### config.mk
export PLATFORM = sky130hd
export DESIGN_NAME = ram_word_port
export DESIGN_NICKNAME = d
export VERILOG_FILES = /design/src/rtl/ram_word_pkg.sv /design/src/rtl/ram_word_port.sv
export SDC_FILE = /design/constraint.sdc
export NUM_CORES = 1
export LEC_CHECK = 0
export BUFFER_PORTS_ARGS = -buffer_cell sky130_fd_sc_hd__buf_4
export CORE_AREA = 2 2 81 83
export CTS_CLUSTER_DIAMETER = 60
export DETAILED_ROUTE_END_ITERATION = 8
export DIE_AREA = 0 0 83 85
export PLACE_DENSITY = 0.74
export SYNTH_ARGS = -nofsm -noshare
export SYNTH_HDL_FRONTEND = slang
export SYNTH_SLANG_ARGS = --single-unit
export TNS_END_PERCENT = 20
### constraint.sdc
create_clock -name clk -period 1.78 [get_ports clk]
set_clock_uncertainty 0.1 [all_clocks]
set_input_delay 0.356 -clock clk [delete_from_list [all_inputs] [get_ports clk]]
set_output_delay 0.356 -clock clk [all_outputs]
set_load 0.02 [all_outputs]
### src/rtl/ram_word_pkg.sv
// Shared types and constants for the 16-bit word front end of the 8-bit byte RAM.
package ram_word_pkg;

   localparam int BYTE_W        = 8;
   localparam int WORD_W        = 16;
   localparam int DEF_ADDR_W    = 16;
   localparam int DEF_MEM_DEPTH = 10000;

   typedef enum logic [2:0] {
      ST_IDLE = 3'd0,
      ST_LO   = 3'd1,
      ST_HI   = 3'd2,
      ST_CAP  = 3'd3,
      ST_RESP = 3'd4
   } state_t;

endpackage

### src/rtl/ram_word_port.sv
// Word request front end for an 8-bit synchronous RAM: each word becomes two byte accesses, low byte first.
// Optional address range check is enabled by defining RAM_WORD_PORT_ADDR_CHECK_EN.
module ram_word_port
   import ram_word_pkg::*;
#(
   parameter int ADDR_W    = DEF_ADDR_W,
   parameter int MEM_DEPTH = DEF_MEM_DEPTH
) (
   input  logic              clk,
   input  logic              rst,
   input  logic              req_valid,
   output logic              req_ready,
   input  logic              req_write,
   input  logic [ADDR_W-1:0] req_addr,
   input  logic [WORD_W-1:0] req_wdata,
   output logic              rsp_valid,
   output logic [WORD_W-1:0] rsp_rdata,
   output logic              rsp_err,
   output logic              mem_cs,
   output logic              mem_we,
   output logic              mem_re,
   output logic [ADDR_W-1:0] mem_addr,
   output logic [BYTE_W-1:0] mem_wdata,
   input  logic [BYTE_W-1:0] mem_rdata
);

`ifdef RAM_WORD_PORT_ADDR_CHECK_EN
   localparam bit ADDR_CHECK = 1'b1;
`else
   localparam bit ADDR_CHECK = 1'b0;
`endif
   // Highest legal low-byte address: the high byte at +1 must still be implemented.
   localparam logic [31:0] LAST_ADDR = 32'(MEM_DEPTH - 2);

   state_t              state_r;
   state_t              state_n;
   logic [ADDR_W-1:0]   addr_r;
   logic [WORD_W-1:0]   wdata_r;
   logic                write_r;
   logic [BYTE_W-1:0]   lo_byte_r;
   logic                accept_s;
   logic                addr_bad_s;
   logic                cs_s;
   logic                we_s;
   logic                re_s;
   logic [ADDR_W-1:0]   maddr_s;
   logic [BYTE_W-1:0]   mwdata_s;

   assign accept_s   = req_valid & req_ready;
   assign addr_bad_s = ADDR_CHECK && (32'(req_addr) > LAST_ADDR);

   // Next-state selection.
   always_comb begin
      state_n = state_r;
      case (state_r)
         ST_IDLE: begin
            if (accept_s) begin
               if (addr_bad_s) state_n = ST_RESP;
               else            state_n = ST_LO;
            end else begin
               state_n = ST_IDLE;
            end
         end
         ST_LO:   state_n = ST_HI;
         ST_HI: begin
            if (write_r) state_n = ST_RESP;
            else         state_n = ST_CAP;
         end
         ST_CAP:  state_n = ST_RESP;
         ST_RESP: state_n = ST_IDLE;
         default: state_n = ST_IDLE;
      endcase
   end

   // RAM strobes for the state being entered; LO is only entered from IDLE, so it uses the live request.
   always_comb begin
      cs_s     = 1'b0;
      we_s     = 1'b0;
      re_s     = 1'b0;
      maddr_s  = '0;
      mwdata_s = '0;
      case (state_n)
         ST_LO: begin
            cs_s    = 1'b1;
            maddr_s = req_addr;
            if (req_write) begin
               we_s     = 1'b1;
               mwdata_s = req_wdata[BYTE_W-1:0];
            end else begin
               re_s     = 1'b1;
            end
         end
         ST_HI: begin
            cs_s    = 1'b1;
            maddr_s = addr_r + ADDR_W'(1'b1);
            if (write_r) begin
               we_s     = 1'b1;
               mwdata_s = wdata_r[WORD_W-1:BYTE_W];
            end else begin
               re_s     = 1'b1;
            end
         end
         default: begin
            cs_s     = 1'b0;
            we_s     = 1'b0;
            re_s     = 1'b0;
         end
      endcase
   end

   // State, request capture, read assembly and registered outputs.
   always_ff @(posedge clk) begin
      if (rst) begin
         state_r   <= ST_IDLE;
         addr_r    <= '0;
         wdata_r   <= '0;
         write_r   <= 1'b0;
         lo_byte_r <= '0;
         req_ready <= 1'b0;
         rsp_valid <= 1'b0;
         rsp_rdata <= '0;
         rsp_err   <= 1'b0;
         mem_cs    <= 1'b0;
         mem_we    <= 1'b0;
         mem_re    <= 1'b0;
         mem_addr  <= '0;
         mem_wdata <= '0;
      end else begin
         state_r   <= state_n;
         req_ready <= (state_n == ST_IDLE);
         rsp_valid <= (state_n == ST_RESP);
         mem_cs    <= cs_s;
         mem_we    <= we_s;
         mem_re    <= re_s;
         mem_addr  <= maddr_s;
         mem_wdata <= mwdata_s;
         if (accept_s) begin
            addr_r  <= req_addr;
            wdata_r <= req_wdata;
            write_r <= req_write;
         end
         // The RAM returns mem[A] during HI and mem[A+1] during CAP.
         if (state_r == ST_HI) lo_byte_r <= mem_rdata;
         if (state_n == ST_RESP) begin
            rsp_err <= ADDR_CHECK && (state_r == ST_IDLE);
            if (state_r == ST_CAP) rsp_rdata <= {mem_rdata, lo_byte_r};
            else                   rsp_rdata <= '0;
         end
      end
   end

endmodule

Word level (Yosys, flattened, before mapping)
Cells that the tools add are included.

Add/subtract/negate cells: 1. Equal/unequal tests: 6. Multiplexer cells: 15. Bitwise operators: 1. Reductions and logical operators: 3.

Operators by type and width (count): $pmux 16 s2 (1); $add 16x1->16 const B (1); $mux 16 (1); $mux 8 (2); $pmux 8 s2 (1); $pmux 3 s4 (1); $eq 3x2->1 const B (3); $eq 3x1->1 const B (2); $logic_not 3->1 (2); $mux 1 (6); $pmux 1 s2 (2); $eq 3x3->1 const B (1); $mux 3 (1); $reduce_or 2->1 (1); $and 1x1->1 (1).

Bits in registers: 89. Bits of input ports: 44. Output and inout bits: 46. Logic and storage cells: 39.

Logic depth before layout (Yosys ltp)
Gate-level depths: netlist of the first run.

Word-level depth: 6. Gate-level depth with buffers: 6.

Least setup slack after synthesis of the first run
No wires, ideal clock.

Path type: register -> register. From: register req_ready. To: register mem_wdata[0]. Arrival time: 1.326 ns. Data required time: 1.615 ns. Path slack: 0.289 ns. Cell stages (with the launch flop): 6. Period minus slack after synthesis: 1.491 ns. Path through: dfxtp_1 > nand2_1 > nor4_4 > buf_2 > a32oi_1 > nor2_1.

Longest elaborated chain between the ends: 5. Elaborated cells between the ends (all ways): 6. Those cells by class: eq/ne: 2; mux: 3; bitwise: 1.

RTL lines: start, declared (RTL line ram_word_port.sv:12) `output logic req_ready,`; start signal, assigned (RTL line ram_word_port.sv:130) `req_ready <= (state_n == ST_IDLE);`; $and 1x1->1 * (RTL line ram_word_port.sv:49) `assign accept_s = req_valid & req_ready;`; $mux 1 * (RTL line ram_word_port.sv:57) `if (accept_s) begin`; $pmux 3 s4 * (RTL line ram_word_port.sv:55) `case (state_r)`; $eq 3x2->1 / $eq 3x1->1 (equally long branches) (RTL line ram_word_port.sv:82) `case (state_n)`; $pmux 8 s2 * (RTL line ram_word_port.sv:82); end signal, assigned (RTL line ram_word_port.sv:136) `mem_wdata <= mwdata_s;`; end, declared (RTL line ram_word_port.sv:23) `output logic [BYTE_W-1:0] mem_wdata,`.

Every way passes the cells marked *; elsewhere a longest branch is shown, timed or not. A chain may end at the register's enable or synchronous reset.

Worst setup path after layout of the first run
From: register state_r[0]. To: register mem_addr[6].

Longest elaborated chain between the ends: 4. Elaborated cells between the ends (all ways): 8. Those cells by class: eq/ne: 5; mux: 2; reduce/logical: 1.

RTL lines: start, declared (RTL line ram_word_port.sv:35) `state_t state_r;`; start signal, assigned (RTL line ram_word_port.sv:129) `state_r <= state_n;`; $eq 3x2->1, or another cell as far along (RTL line ram_word_port.sv:55); $pmux 3 s4 * (RTL line ram_word_port.sv:55); $eq 3x2->1 / $eq 3x1->1 (equally long branches) (RTL line ram_word_port.sv:82); $pmux 16 s2 * (RTL line ram_word_port.sv:82); end signal, assigned (RTL line ram_word_port.sv:135) `mem_addr <= maddr_s;`; end, declared (RTL line ram_word_port.sv:22) `output logic [ADDR_W-1:0] mem_addr,`.

Marks and branches as above.

==> run_results.csv, run 1 <==
group,metric,value,unit
sta,hold_violations,0,
sta,setup-violations-final,0,
critical_path,arrival,1.84,ns
die,initial_core_util,48.9,%
critical_path,path_class,"reg -> reg",
finish,drive_gt1_share,31.5,%
power_and_ir_drop,pwr-share-comb,12.6,%
clocking,cts_buffers,9,
drt,num_vias,2569,
die,die_y,85,um
clocking,hold_buffers,0,
die,die_area,0.00706,sq mm
sta,finalWorstSetupSlack,0.120,ns
sta,relSlewSlack,47.9,%
sta,drv_slew,0,
sta,worstMarginPinSlew,0.776,ns
min_path,hold_class,"in -> reg",
clocking,cts_tree,"yes",
synth,synth_top_area_share,53.4,%
synth,synthCells,316,
grt,globalRouteOverflowTotal,0,
sta,fin_tns_setup,0,ns
placement,place_inst,470,
clocking,h-tree-depth,3,
drt,wl,7050,um
power_and_ir_drop,total_power,3.85,mW
grt,grt_first_pass_wirelength,11500,um
finish,n_antenna_cell,0,
synth,syn-cell-area,0.00304,sq mm
synth,synth_fp_nets,361,
synth,syn-mean-instance-area,9.61,sq um
clocking,cts_buffer_depth,2,
critical_path,crit_buf_inv,0,
die,io_pins,90,
critical_path,cp-end-kind,"flip-flop",
critical_path,crit_chain,"nand3b_1 -> nor2_1 -> a22o_1",
power_and_ir_drop,clockPowerShare,36.3,%
grt,antenna_found_initial,0,
finish,fin_cells,486,
drt,routed_via_density,5.29,
sta,clock.fmax,0.603,GHz
critical_path,crit_fanout,11,
power_and_ir_drop,swShare,25.2,%
critical_path,cp_slowest_cell,"nor2_1",
sta,hold_ws,0.138,ns
drt,wire_per_inst,14.5,um
critical_path,r2r_start,"state_r[0]$_SDFF_PP0_",
sta,rsz0062_at_grt,"true",
finish,syn_to_final_growth,31.4,%
status,outcome,"finished clean",
flow_run,drv_cap,0,
critical_path,critPathLaunchType,"flip-flop",
synth,ys_types,36,
critical_path,crit_family,"simple AND/OR/NAND/NOR gates",
synth,synth_seq_cells,81,
sta,fin_crit_sh,93.2,%
synth,yosysSeqAreaShare,53.4,%
die,rows,29,
synth,synth.area.top_cells,"dfxtp_1 (53%), a22o_1 (7.2%), nand2_1 (6.9%)",
clocking,clkTransAtPathRegs,0.08,ns
power_and_ir_drop,vdd_ir_drop_max,0.539,mV
drt,drcViolationCount,0,
die,die_w,83,um
grt,grt_usage,20.3,%
power_and_ir_drop,power.switching,971,uW
power_and_ir_drop,p_int,2.88,mW
power_and_ir_drop,power_frac_seq,51.1,%
power_and_ir_drop,p_per_area,966,mW/mm^2
power_and_ir_drop,leakage,1.69,nW
min_path,min-delay-start,"req_addr[8]",
placement,hpwl,4890,um
grt,met2_usage,33.2,%
finish,final_util,64.3,%
critical_path,worstSetupStartpoint,"state_r[0]$_SDFF_PP0_",
finish,nNetsFinal,449,
clocking,clk_latency,0.34,ns
drt,drt_iter0_markers,118,
drt,dr.pass1.iters,4,
grt,grt_pass1_vias,2402,
placement,io_buffers,88,
clocking,cts_sinks,81,
critical_path,max_stage_delay,0.60,ns
clocking,cts-root-buf,"clkbuf_8",
grt,met1_usage,25.6,%
grt,grt.busiest_layer,"met2",
critical_path,required,1.96,ns
finish,fin_area,0.00399,sq mm
die,fp.coreArea,0.00620,sq mm
grt,met3_usage,4.47,%
placement,dp_slack,0.0946,ns
synth,yosysTopAreaCell,"dfxtp_1",
drt,postRouteAntennaNets,0,
grt,grt_max_degree,33,
finish,fill_cells,513,
synth,yosys_warnings,0,
sta,period_needed,1.66,ns
placement,place.gp.congestion,0.784,
placement,placed_cell_area,0.00377,sq mm
## power by group through the flow
stage,logic (mW),registers (mW),clock network [mW]
after floorplan,0.251,2.03,0
after global placement,0.480,2.00,0
final,0.487,1.97,1.40
after global routing,0.535,1.98,1.50
after detailed placement,0.487,2.01,0
after CTS,0.489,1.97,1.42
## area by class of cell
type                            instances  area (sq um)  area share, %
Tap cell                               77          96.3           2.42
Multi-Input combinational cell        211          1310           32.8
Inverter                                3          11.3          0.282
Timing Repair Buffer                   98           736           18.4
Clock buffer                           12           165           4.14
Clock inverter                          4          50.0           1.25
Sequential cell                        81          1620           40.7
## sequential cells by signal, summed over array words and instances (netlist names)
| register | flops |
|---|---|
| addr_r | 16 |
| lo_byte_r | 8 |
| mem_addr | 16 |
| mem_cs | 1 |
| mem_re | 1 |
| mem_wdata | 8 |
| mem_we | 1 |
| req_ready | 1 |
| rsp_rdata | 16 |
| rsp_valid | 1 |
| state_r | 3 |
| wdata_r | 8 |
| write_r | 1 |
## placed cells by master, fill, tap and decap left out, drive strengths merged, types with 6 or more instances in the layout
cell type	synthesis	routed
nor4	6	6
xor2	10	10
mux2i	8	8
a32oi	10	10
buf	13	98
dfxtp	81	81
nor2	34	34
clkbuf	8	12
nand2	56	56
a21oi	29	29
a22o	25	25
## metal layers
metal / routed length (um) / vias up
met5: 0 / -
met4: 151 / 0
met3: 364 / 14
met2: 3460 / 85
met1: 3080 / 1199
li1: - / 1271
## cell usage after synthesis
cell type and n:
nand3_4 1, o21ai_2 1, nand2_1 56, buf_2 5, nand2b_1 1, nor4_4 1
mux2i_1 8, nor2_2 1, xor2_1 10, buf_4 4, nor3_2 1, inv_1 3
nand4_1 1, a22o_1 25, nor2_1 33, nor4_1 1, nand4_2 2, o22a_1 1
buf_1 4, a22oi_1 4, nand3_1 4, a2bb2oi_1 1, nand3b_1 1, a21oi_1 29
a32oi_1 10, nor3_1 3, ha_1 1, nor4_2 4, nor2b_1 1, dfxtp_1 81
xnor2_1 4, conb_1 1, and2_1 2, nor3b_2 1, clkbuf_1 8, and2b_4 2
## worst paths after layout
check	slack, ns	cells after the start	endpoint
min reg2reg	0.36	2	wdata_r[9]$_SDFFE_PP0P_
min	0.14	2	mem_addr[8]$_SDFF_PP0_
max reg2reg	0.12	3	mem_addr[6]$_SDFF_PP0_
max	0.12	3	mem_addr[6]$_SDFF_PP0_
## cells by family (layout without fill, tap and decap cells)
logic type | Yosys count | after routing | share of synthesized area (%)
flops | 81 | 81 | 53.4
compound gates | 71 | 71 | 16.7
mux | 8 | 8 | 2.64
fa+ha+maj | 1 | 1 | 0.412
other cells | 1 | 1 | 0.123
xor+xnor | 14 | 14 | 4.04
buf+inv | 24 | 117 | 3.67
simple gates | 116 | 116 | 19.0
## timing repair
item / CTS / global route
setup buffers: 0 / 0
endpoints found under the hold margin: 0 / 0
resized for setup: 0 / 1
endpoints found under the setup margin: 0 / 4
(Power assumes the default switching activity.)
==> run 2: changes to the inputs <==
Settings changed: CORE_AREA 2 2 81 83 to 2 2 91 93, CTS_BUF_LIST set to sky130_fd_sc_hd__clkbuf_16, DIE_AREA 0 0 83 85 to 0 0 93 95, PLACE_DENSITY 0.74 to 0.6.
==> run 2 against run 1 <==
  * Sequential share of layout area fell by 0.84 points
  * Critical path depth increased by 1
  * Count of clock-buffer cells in the layout shrank 3
  * Die area increased by 25%
  * Non-clock buffer count stayed put
  * Via count is 1.9% lower
  * Core utilization decreased by 13 points
  * Highest routed layer unchanged
==> run_results.csv, run 2 (synthesized netlist as in run 1, its figures left out) <==
group,metric,value,unit
critical_path,critPathLaunchType,"flip-flop",
grt,grt_first_pass_wirelength,11500,um
grt,antenna_found_initial,0,
critical_path,crit_family,"simple AND/OR/NAND/NOR gates",
sta,fin_crit_sh,92.9,%
grt,grt_pass1_vias,2392,
finish,syn_to_final_growth,34.2,%
drt,num_vias,2519,
sta,rsz0062_at_grt,"true",
critical_path,crit_buf_inv,0,
critical_path,required,1.94,ns
clocking,cts_tree,"yes",
clocking,cts_sinks,81,
drt,wire_per_inst,13.8,um
drt,postRouteAntennaNets,0,
critical_path,cp-end-kind,"flip-flop",
finish,nNetsFinal,449,
drt,dr.pass1.iters,4,
power_and_ir_drop,leakage,1.71,nW
grt,grt_max_degree,26,
die,initial_core_util,38.3,%
placement,place.gp.congestion,0.768,
placement,placed_cell_area,0.00380,sq mm
die,rows,33,
critical_path,crit_chain,"nand2_1 -> nor4_4 -> a32oi_1 -> nor2_1",
grt,globalRouteOverflowTotal,0,
die,die_w,93,um
clocking,cts_setup_buffers,0,
clocking,clk_latency,0.33,ns
die,die_y,95,um
status,outcome,"finished clean",
power_and_ir_drop,p_per_area,1000,mW/mm^2
finish,drive_gt1_share,31.5,%
sta,worstMarginPinSlew,0.880,ns
finish,layout_commonest_cell,"buf_4",
flow_run,drv_cap,0,
clocking,cts-root-buf,"clkbuf_16",
placement,hpwl,4990,um
finish,largestRegisters,"addr_r x16, mem_addr x16, rsp_rdata x16",
drt,wl,7090,um
sta,period_needed,1.65,ns
sta,drv_slew,0,
finish,fin_area,0.00408,sq mm
clocking,cts_buffer_depth,2,
min_path,hold_class,"in -> reg",
sta,relSlewSlack,40.9,%
sta,hold_violations,0,
drt,drcViolationCount,0,
critical_path,cp_slowest_cell,"nor4_4",
placement,io_buffers,88,
finish,fin_cells,514,
critical_path,arrival,1.82,ns
drt,routed_via_density,4.90,
critical_path,path_class,"reg -> reg",
drt,drt_iter0_markers,70,
clocking,h-tree-depth,3,
clocking,cts-resized-gates,0,
critical_path,crit_fanout,15,
critical_path,max_stage_delay,0.68,ns
clocking,clkTransAtPathRegs,0.06,ns
finish,n_antenna_cell,0,
clocking,cts_buffers,9,
finish,mostFrequentLayoutCells,"buf_4 (98), dfxtp_1 (80), nand2_1 (56)",
grt,grt_usage,16.6,%
die,die_area,0.00884,sq mm
finish,fill_cells,776,
sta,clock.fmax,0.605,GHz
placement,place_inst,498,
die,fp.coreArea,0.00793,sq mm
clocking,hold_buffers,0,
sta,setup-violations-final,0,
die,io_pins,90,
power_and_ir_drop,vdd_ir_drop_max,0.512,mV
[run 2: cell count changes in the layout (fill, tap and decap cells not counted)]
cell and change:
clkbuf_8 -12, clkbuf_16 +9, dfxtp_2 +1, bufinv_16 -1
nor2_1 -1, clkinvlp_4 -1, nor2_2 +1, clkinv_2 +2
dfxtp_1 -1, clkinv_4 +1, inv_1 +1, clkinv_1 +1
[run 2: report_power, final]
group	total (mW)	internal [mW]	switching, mW
Clock	1.62	0.928	0.691
Sequential	1.97	1.90	0.0696
Combinational	0.487	0.223	0.265
Total	4.08	3.05	1.03
[run 2: through the flow]
stage	worst slack [ns]	hold WS, ns	power (mW)	utilization, %	setup TNS, ns
4_1_cts	0.0501	0.143	4.13	51.3	0
5_1_grt	-0.0392	0.146	4.27	51.4	-0.190
2_1_floorplan	0.289	0.336	2.28	-	0
6_report	0.127	0.154	4.08	51.4	0
3_5_place_dp	0.0556	0.347	2.50	48.0	0
3_3_place_gp	0.0873	0.344	2.49	48.0	0
[run 2: layout make-up]
cell class | count | area, sq um | share of cell area (%)
clock inverter | 7 | 38.8 | 0.952
sequential | 81 | 1620 | 39.8
tap | 105 | 131 | 3.22
inverter | 3 | 11.3 | 0.276
timing repair buffer | 98 | 736 | 18.0
multi-input combinational | 211 | 1310 | 32.2
clock buffer | 9 | 225 | 5.52
[run 2: layer usage]
| layer | share of wire, % | wire length [um] | global-route usage [%] |
|---|---|---|---|
| met3 | 4.9 | 346 | 3.67 |
| met1 | 46 | 3260 | 21.0 |
| met5 | 0 | 0 | 0 |
| met4 | 1.9 | 134 | 7.35 |
| met2 | 47 | 3340 | 27.3 |
[run 2: final timing paths]
check	from	endpoint	slack, ns	cells past startpoint
max	req_ready$_SDFF_PP0_	mem_wdata[2]$_SDFF_PP0_	0.13	4
min	req_addr[11]	mem_addr[11]$_SDFF_PP0_	0.15	2
min reg2reg	wdata_r[8]$_SDFFE_PP0P_	wdata_r[8]$_SDFFE_PP0P_	0.35	2
max reg2reg	req_ready$_SDFF_PP0_	mem_wdata[2]$_SDFF_PP0_	0.13	4
==> run 3: changes to the inputs <==
Settings changed: ABC_AREA set to 1, CELL_PAD_IN_SITES_DETAIL_PLACEMENT set to 0, CELL_PAD_IN_SITES_GLOBAL_PLACEMENT set to 1, CORE_AREA 2 2 91 93 to 2 2 98 100, DIE_AREA 0 0 93 95 to 0 0 100 102, PLACE_DENSITY 0.6 to 0.74.
==> run 3 against run 2 <==
  * Sequential share of layout area decreased by 2.9 points
  * Design area increased by 7.9%
  * Critical path depth increased by 2
  * Largest cell class unchanged
  * Largest power group is now the clock network
==> run_results.csv, run 3 <==
group,metric,value,unit
finish,nNetsFinal,551,
critical_path,crit_buf_inv,0,
sta,rsz0062_at_grt,"false",
critical_path,cpMostUsedCell,"nand2_1",
critical_path,required,1.94,ns
drt,drt_iter0_markers,88,
sta,fin_tns_setup,0,ns
synth,synth_xor_area_share,0,%
critical_path,critPathLaunchType,"flip-flop",
sta,fin_crit_sh,79.9,%
sta,worstMarginPinSlew,0.533,ns
critical_path,cp_slowest_cell,"dfxtp_1",
clocking,cts_tree,"yes",
synth,synth_most_common_cell,"nand2_1",
die,initial_core_util,36.4,%
synth,synth.area.top_cells,"dfxtp_1 (49%), nand2_1 (15%), a21oi_1 (8.2%)",
grt,grt_usage,16.9,%
synth,synth_fp_nets,467,
die,die_area,0.0102,sq mm
synth,yosys_warnings,0,
synth,ys_types,32,
placement,place.gp.congestion,0.822,
synth,synthAdderAreaFrac,0.378,%
sta,setup-violations-final,0,
synth,yosysTopAreaCell,"dfxtp_1",
synth,synth_top_area_share,49.0,%
die,fp.coreArea,0.00911,sq mm
power_and_ir_drop,vdd_ir_drop_max,0.448,mV
die,die_w,100,um
drt,dr.pass1.iters,4,
finish,largestRegisters,"addr_r x16, mem_addr x16, rsp_rdata x16",
critical_path,arrival,1.59,ns
critical_path,crit_fanout,4,
synth,synthFlopType,"dfxtp_1",
synth,synth_mux_area_share,0,%
clocking,hold_buffers,0,
grt,antenna_found_initial,0,
synth,synthCells,422,
grt,globalRouteOverflowTotal,0,
critical_path,path_class,"reg -> reg",
finish,fill_cells,934,
synth,synth_seq_cells,81,
synth,yosysSeqAreaShare,49.0,%
finish,fin_cells,622,
synth,syn-cell-area,0.00331,sq mm
sta,hold_violations,0,
min_path,hold_class,"in -> reg",
die,die_y,102,um
clocking,cts_setup_buffers,0,
grt,grt.busiest_layer,"met2",
drt,num_vias,2930,
placement,io_buffers,88,
clocking,clkTransAtPathRegs,0.06,ns
finish,regArea,0.00162,sq mm
synth,synth-edff-count,0,
clocking,clk_latency,0.33,ns
grt,grt_first_pass_wirelength,13500,um
drt,drcViolationCount,0,
placement,hpwl,5720,um
synth,synthTopCellsByCount,"nand2_1 (128), dfxtp_1 (81), a21oi_1 (54), nor2_1 (32)",
status,outcome,"finished clean",
sta,clock.fmax,0.703,GHz
grt,grt_max_degree,41,
critical_path,cp-end-kind,"flip-flop",
die,rows,35,
critical_path,crit_chain,"nand2_1 -> nor2_1 -> nand2_1 -> o21ai_1 -> nand3_1 -> a21oi_2",
critical_path,crit_family,"simple AND/OR/NAND/NOR gates",
finish,layout_commonest_cell,"nand2_1",
synth,synth_top_family_by_area,"simple AND/OR/NAND/NOR gates",
grt,grt_pass1_vias,2685,
power_and_ir_drop,leakage,1.73,nW
die,io_pins,90,
drt,routed_via_density,4.71,
clocking,h-tree-depth,3,
power_and_ir_drop,p_per_area,1070,mW/mm^2
drt,wire_per_inst,13.3,um
synth,yosys.area_share.simple,28.5,%
finish,final_util,48.3,%
finish,mostFrequentLayoutCells,"nand2_1 (128), buf_4 (90), dfxtp_1 (81)",
sta,relSlewSlack,64.3,%
sta,drv_slew,0,
clocking,cts_buffer_depth,2,
synth,synthArstFlopShare,0,%
finish,n_antenna_cell,0,
grt,met2_usage,25.2,%
drt,wl,8250,um
finish,multi_input_area,0.00146,sq mm
finish,drive_gt1_share,29.0,%
flow_run,drv_cap,0,
placement,place_inst,606,
clocking,cts_buffers,9,
grt,met3_usage,3.49,%
grt,met1_usage,23.8,%
finish,syn_to_final_growth,32.8,%
drt,postRouteAntennaNets,0,
clocking,cts_sinks,81,
critical_path,max_stage_delay,0.40,ns
sta,period_needed,1.42,ns
synth,synth_compound_area_share,15.1,%
synth,syn-mean-instance-area,7.85,sq um
clocking,cts-root-buf,"clkbuf_16",
clocking,cts-resized-gates,0,
-- run 3: cell types whose count changed after synthesis, sizes merged, moves of 15 or more --
| cell | change |
|---|---|
| nand2 | +85 |
| nand3 | +20 |
| a21oi | +33 |
| inv | +23 |
| a211oi | +15 |
| a22o | -25 |
-- run 3: final cells by class --
cell class              instances  share of cell area, %
flip-flops and latches         81                   36.9
multi-input cells             295                   33.3
repair buffers                 92                   16.3
clock buffers                   9                   5.12
well taps                     111                   3.16
clock inverters                 7                   2.70
inverters                      27                   2.62
-- run 3: worst reg2reg max path, stage by stage, from the launching register on --
cell	delay, ns
dfxtp_1	0.40
nand2_1	0.15
nor2_1	0.22
nand2_1	0.13
o21ai_1	0.13
nand3_1	0.10
a21oi_2	0.13
-- run 3: cells by family (layout without fill, tap and decap cells) --
group	count (synthesis)	in the layout
adders and majority gates	1	1
buffers and inverters	46	135
AOI/OAI and AO/OA	83	83
DFF	81	81
other	1	1
and+or+nand+nor	210	210
-- run 3: power by group --
group	switching (mW)	internal, mW
clock network	0.737	1.37
registers	0.0787	1.92
logic	0.353	0.229
total	1.17	3.52
-- run 3: path summary, 6_finish.rpt --
kind	from	cells past startpoint	endpoint	slack [ns]
worst max-delay path	addr_r[8]$_SDFFE_PP0P_	6	mem_addr[15]$_SDFF_PP0_	0.36
worst min-delay path	req_wdata[6]	3	mem_wdata[6]$_SDFF_PP0_	0.18
worst max register to register	addr_r[8]$_SDFFE_PP0P_	6	mem_addr[15]$_SDFF_PP0_	0.36
worst min register to register	lo_byte_r[0]$_SDFFE_PP0N_	2	lo_byte_r[0]$_SDFFE_PP0N_	0.36
-- run 3: stage by stage --
step                power, mW  hold WS [ns]  worst slack [ns]  cell area, sq um
floorplan                2.40         0.339             0.432              3310
global placement         2.62         0.352             0.390              4050
detailed placement       2.62         0.355             0.373              4050
CTS                      4.75         0.164             0.361              4400
global route             4.91         0.167             0.184              4400
finish                   4.69         0.176             0.358              4400
-- run 3: routing by layer --
layer  vias to the layer above  wire length [um]
met5                         -                 0
met4                         0                85
met3                        10               393
met2                        78              3580
met1                      1306              4190
li1                       1536                 -
